==> src/rtl/beta_read_seq.sv <==
// Beta-store read sequencer: issues 1-2 credit-limited beat reads per layer and buffers them in a 2-entry FIFO.
// Optional BRD_MASK_EN zeroes captured bits at and above (2^L)*Q for layers 1..6.
module beta_read_seq #(
    parameter int Q = 6,
    parameter int P = 128
) (
    input  logic           clk,
    input  logic           rst,
    input  logic           req_valid,
    input  logic [4:0]     req_layer,
    output logic           req_ready,
    output logic           req_err,
    output logic           r_en,
    output logic [4:0]     layer_r,
    output logic [3:0]     cntb,
    input  logic [P*Q-1:0] b_rd,
    output logic [P*Q-1:0] dout,
    output logic           dout_valid,
    input  logic           dout_ready,
    output logic           dout_last,
    output logic [3:0]     dout_beat,
    output logic [1:0]     state_dbg
);
    localparam int W = P * Q;

    typedef enum logic [1:0] {IDLE = 2'd0, READ = 2'd1, DRAIN = 2'd2} state_t;
    state_t state;

    logic [4:0]   layer_q;
    logic [1:0]   issue_cnt;
    logic         cap_pend;
    logic [3:0]   cap_beat;
    logic         cap_last;
    logic [W-1:0] data_mem [2];
    logic [3:0]   beat_mem [2];
    logic         last_mem [2];
    logic         wr_ptr;
    logic         rd_ptr;
    logic [1:0]   count;
    logic [1:0]   last_idx;
    logic         issue_last;
    logic         pop;
    logic         layer_ok;
    logic [W-1:0] cap_data;

    // Handshakes: a request transfers on req_valid && req_ready; a beat transfers on dout_valid && dout_ready.
    assign req_ready  = (state == IDLE);
    assign layer_ok   = (req_layer >= 5'd1) && (req_layer <= 5'd8);
    assign last_idx   = (layer_q == 5'd8) ? 2'd1 : 2'd0;
    // The in-flight read (cap_pend) holds a reserved FIFO slot until it is captured.
    assign r_en       = (state == READ) && ((count + {1'b0, cap_pend}) < 2'd2);
    assign issue_last = r_en && (issue_cnt == last_idx);
    assign layer_r    = r_en ? layer_q : 5'd0;
    assign cntb       = r_en ? {2'b00, issue_cnt} : 4'd0;
    assign dout_valid = (count != 2'd0);
    assign pop        = dout_valid && dout_ready;
    assign dout       = data_mem[rd_ptr];
    assign dout_beat  = beat_mem[rd_ptr];
    assign dout_last  = last_mem[rd_ptr];
    assign state_dbg  = state;

`ifdef BRD_MASK_EN
    always_comb begin
        cap_data = b_rd;
        if (layer_q >= 5'd1 && layer_q <= 5'd6)
            cap_data = b_rd & ~({W{1'b1}} << ((32'd1 << layer_q) * Q));
    end
`else
    assign cap_data = b_rd;
`endif

    always_ff @(posedge clk) begin
        if (rst) begin
            state       <= IDLE;
            layer_q     <= 5'd0;
            issue_cnt   <= 2'd0;
            cap_pend    <= 1'b0;
            cap_beat    <= 4'd0;
            cap_last    <= 1'b0;
            req_err     <= 1'b0;
            wr_ptr      <= 1'b0;
            rd_ptr      <= 1'b0;
            count       <= 2'd0;
            data_mem[0] <= '0;
            data_mem[1] <= '0;
            beat_mem[0] <= 4'd0;
            beat_mem[1] <= 4'd0;
            last_mem[0] <= 1'b0;
            last_mem[1] <= 1'b0;
        end else begin
            req_err  <= 1'b0;
            cap_pend <= r_en;
            cap_beat <= {2'b00, issue_cnt};
            cap_last <= issue_last;
            if (r_en)
                issue_cnt <= issue_cnt + 2'd1;
            if (cap_pend) begin
                data_mem[wr_ptr] <= cap_data;
                beat_mem[wr_ptr] <= cap_beat;
                last_mem[wr_ptr] <= cap_last;
                wr_ptr           <= ~wr_ptr;
            end
            if (pop)
                rd_ptr <= ~rd_ptr;
            case ({cap_pend, pop})
                2'b10:   count <= count + 2'd1;
                2'b01:   count <= count - 2'd1;
                default: count <= count;
            endcase
            case (state)
                IDLE: begin
                    if (req_valid) begin
                        if (layer_ok) begin
                            layer_q   <= req_layer;
                            issue_cnt <= 2'd0;
                            state     <= READ;
                        end else begin
                            req_err <= 1'b1;
                        end
                    end
                end
                READ: begin
                    if (issue_last)
                        state <= DRAIN;
                end
                DRAIN: begin
                    if (count == 2'd0 && !cap_pend)
                        state <= IDLE;
                end
                default: state <= IDLE;
            endcase
        end
    end
endmodule
==> config.mk <==
export PLATFORM = sky130hd
export DESIGN_NAME = beta_read_seq
export DESIGN_NICKNAME = d
export VERILOG_FILES = /design/src/rtl/beta_read_seq.sv
export SDC_FILE = /design/constraint.sdc
export NUM_CORES = 2
export LEC_CHECK = 0
export ABC_AREA = 1
export CORE_AREA = 8 8 610 612
export DETAILED_ROUTE_END_ITERATION = 6
export DIE_AREA = 0 0 618 620
export PLACE_DENSITY = 0.47
export SYNTH_ARGS = -nofsm -noshare
export SYNTH_HDL_FRONTEND = slang
export SYNTH_SLANG_ARGS = --single-unit
==> constraint.sdc <==
create_clock -name clk -period 28 [get_ports clk]
set_clock_uncertainty 0.1 [all_clocks]
set_input_delay 4.2 -clock clk [delete_from_list [all_inputs] [get_ports clk]]
set_output_delay 4.2 -clock clk [all_outputs]
set_load 0.01 [all_outputs]
After elaboration in Yosys (flattened, before gate mapping):

Memories as Yosys holds them, arrays and structs flattened. A register that Yosys moved wholly into a read port is not among the register bits.
Cells that the tools add are included.

* add/sub/neg operators: 4
* $lt $le $gt $ge: 3
* equal/unequal tests: 10
* mux-type cells: 34
* bitwise gates (word level): 4
* reduce and logical (&&, ||, !) cells: 16

Operator list (number)
* 768-bit 2-to-1 mux: 1
* 768-bit OR reduction: 1
* 1-bit 2-to-1 mux: 20
* 2-bit 2-to-1 mux: 9
* 2-bit != test (second input constant): 3
* 2-bit one-hot mux with 3 select lines: 1
* 5-bit by 4-bit equality test with 1-bit output (second input constant): 1
* 5-bit by 1-bit >= comparator with 1-bit output (second input constant): 1
* 5-bit by 4-bit <= comparator with 1-bit output (second input constant): 1
* 1-bit logical AND: 5
* 5-bit 2-to-1 mux: 1
* 2-bit by 1-bit adder with 2-bit output (second input constant): 2
* 2-bit by 1-bit equality test with 1-bit output (second input constant): 2
* 2-bit equality test (second input constant): 2
* 2-bit zero test: 2
* 4-bit 2-to-1 mux: 1
* 1-bit inverter: 4
* 2-bit one-hot mux with 2 select lines: 1
* 4-bit AND reduction: 1
* 2-bit nonzero test: 2
* 4-bit OR reduction: 1
* 3-bit AND reduction: 1
* 3-bit OR reduction: 1
* 2-bit by 1-bit adder with 2-bit output: 1
* 6 further kinds: 6

* bits in registers: 20
* RAM bits: 1546
* bits of input ports: 777
* output and inout bits: 788
* word-level logic and storage cells: 85
* memories: 3

Memories
* data_mem: words 2, bits a word 768, rd ports 1, clocked after memory_dff 1, write ports 2, line 34 `logic [W-1:0] data_mem [2];`
* beat_mem: words 2, bits a word 4, rd ports 1, clocked after memory_dff 1, write ports 2, line 35 `logic [3:0] beat_mem [2];`
* last_mem: words 2, bits a word 1, rd ports 1, clocked after memory_dff 1, write ports 2, line 36 `logic last_mem [2];`

Logic depth before layout (Yosys ltp):

* depth in word-level cells: 7
* gate-level depth with buffers: 9
* depth with buffers taken out: 9

Least setup slack after synthesis:

OpenSTA, ideal clock, no wires.

* path type: input-to-reg
* from: in rst
* to: mem beat_mem[1][0] (enable)
* setup time: 5.361 ns
* arrival: 17.193 ns
* required time: 22.539 ns
* setup slack: 5.346 ns
* stages: 6
* path buffers: 3
* cells stage by stage: inv_2 -> nand3_2 -> buf_2 -> buf_4 -> buf_4 -> nand2_1

RTL lines
* from (decl): line 8 `input logic rst,`
* to (decl): line 35

==> reports/metrics.yaml <==
run_status: "complete, no violations"
required_ns: 28.35
synthDominantCellAreaShare: 0.702
reg2reg_depth: 7
initial_core_util: 0.182
crit_arrival_ns: 10.17
stdcell_count: 11600
cp-end-kind: "register"
cts.path.max_buffers: 4
dr.pass1.iters: 6
final_nets: 7343
antenna_found_initial: 138
clk_latency_ns: 0.88
synth_area_leaders: "edfxtp_1 70%, mux2_2 13%, nor2_1 8.9%, inv_1 4.5%, buf_2 1.7%"
post-place-ws_ns: 17.26
worstMarginPinSlew_ns: 1.19
synth_largest_area_cell: "edfxtp_1"
final_util: 0.256
ys_seq_area_frac: 0.708
die_x_um: 618
grt.overflow.total: 0
ys_types: 20
track_usage: 0.145
synth_cells: 5003
placement_rows: 222
syn2layout_area_growth_pct: 40.9
cts-root-buf: "clkbuf_16"
die_y_um: 620
layout_commonest_cell: "nor2_1"
setup_viol: 0
grt_max_degree: 165
ant_nets: 0
post_cts_buffers: 0
final.setup.tns_ns: 0
yosys_warnings: 0
vias: 43600
hpwl_um: 223000
worstHoldPathCells: 1
io_buffers: 1560
startpoint_type: "input pin"
avgSynthCellArea_sq_um: 13.2
worstPathMaxFanout: 61
cap_viol_max_count: 0
cts_sinks: 1561
pin_count: 1565
final_cell_mix: "1572 x nor2_1, 1560 x clkdlybuf4s50_1, 1542 x edfxtp_1, 788 x inv_1, 771 x mux2_2"
fin_crit_ns: 9.82
drc: 0
cts.htree.levels: 4
p_per_area_nw_per_um2: 64.2
vdd_drop_max_uv: 48.6
worst_slack_ns: 18.18
period_share: 0.351
cellLeakagePower_uw: 0.0364
cts_buffers: 196
detail_route.wl_per_cell_um: 25.4
hp-class: "reg -> reg"
rsz0062_at_grt: "false"
clk_pin_slew_ns: 0.06
tritoncts: "yes"
cts_hold_buf: 0
slew_headroom: 0.207
core_area_sq_um: 363000
dp_cells: 11200
cts_resized: 0
mappedNetlistArea_sq_um: 66000
grt_pass1_wl_um: 389000
gp_congestion: 0.830
drt_iter0_drc: 2565
hold_slack_ns: 0.344
layout-drive-gt1-share: 0.166
wirelength_um: 293000
path_class: "in -> reg"
grt_pass1_vias: 45300
ys_ff_latch: 1561
via_per_inst: 3.77
fmax_mhz: 102
slew_viol_final: 0
die_area_sq_um: 383000
hold_viol: 0
routing by layer:
metal | vias up | global-route usage | part of all wire
met4 | 92 | 0.0495 | 0.038
met1 | 21800 | 0.154 | 0.36
met2 | 1478 | 0.262 | 0.51
li1 | 19700 | - | -
met3 | 457 | 0.0574 | 0.091
met5 | - | 0 | 0.0020
synthesized netlist by cell type:
cell type / number
o211ai_1: 1
buf_6: 21
and3_1: 1
clkbuf_1: 1
dfxtp_1: 19
nand2_1: 17
ha_1: 2
a21oi_1: 8
buf_2: 226
nor2_1: 1572
o21ai_0: 9
mux2_2: 771
buf_4: 13
nand4_1: 2
nand3_1: 5
inv_1: 788
conb_1: 1
nand3_2: 2
inv_2: 2
edfxtp_1: 1542
stage by stage:
stage	power, uW	instance area, sq um
finish	5970	93000
global route	6190	92900
CTS	6090	92900
detailed placement	3550	86700
global placement	3550	86700
floorplan	3120	66000
worst max-delay path: stages:
cell and delay [ns]:
clkdlybuf4s50_1 0.53, inv_2 0.31, nand3_4 0.39, nand2_4 0.66
buf_4 0.81, buf_4 0.72, buf_4 0.79, buf_4 0.65
buf_4 0.76
state kept, by name, indices dropped and copies added, names as in the netlist, named ones only:
register,flops
data_mem,1536
layer_q,5
beat_mem,4
cap_beat,2
count,2
issue_cnt,2
last_mem,2
state_dbg,2
cap_last,1
cap_pend,1
rd_ptr,1
req_err,1
wr_ptr,1
cell families after synthesis:
logic type	synth area share
and+or+nand+nor	0.0914
DFF	0.708
adders and majority gates	0.000379
AOI/OAI and AO/OA	0.00140
muxes	0.132
buffers and inverters	0.0672
other	0.0000569
cell type report:
cell class / instances / area (sq um)
flip-flops and latches: 1561 / 46700
fillers: 38000 / 270000
well taps: 4816 / 6030
clock inverters: 101 / 1020
repair buffers: 1621 / 16100
inverters: 790 / 2970
clock buffers: 239 / 5170
multi-input cells: 2394 / 14900
diodes: 33 / 82.6
report_power, final:
group | total (uW) | switching [uW] | leakage [uW] | internal (uW)
clock network | 2490 | 1050 | 0.00300 | 1440
registers | 2690 | 24.1 | 0.0161 | 2660
logic | 788 | 416 | 0.0173 | 373
final timing paths:
kind	start	endpoint	slack [ns]
worst min-delay path	rd_ptr	register	0.34
worst max register to register	cap_pend	data_mem[1][274]	21.94
worst max-delay path	rst	data_mem[1][274]	18.18
worst min register to register	rd_ptr	register	0.34
No activity file was read; power rests on OpenSTA's default activity.
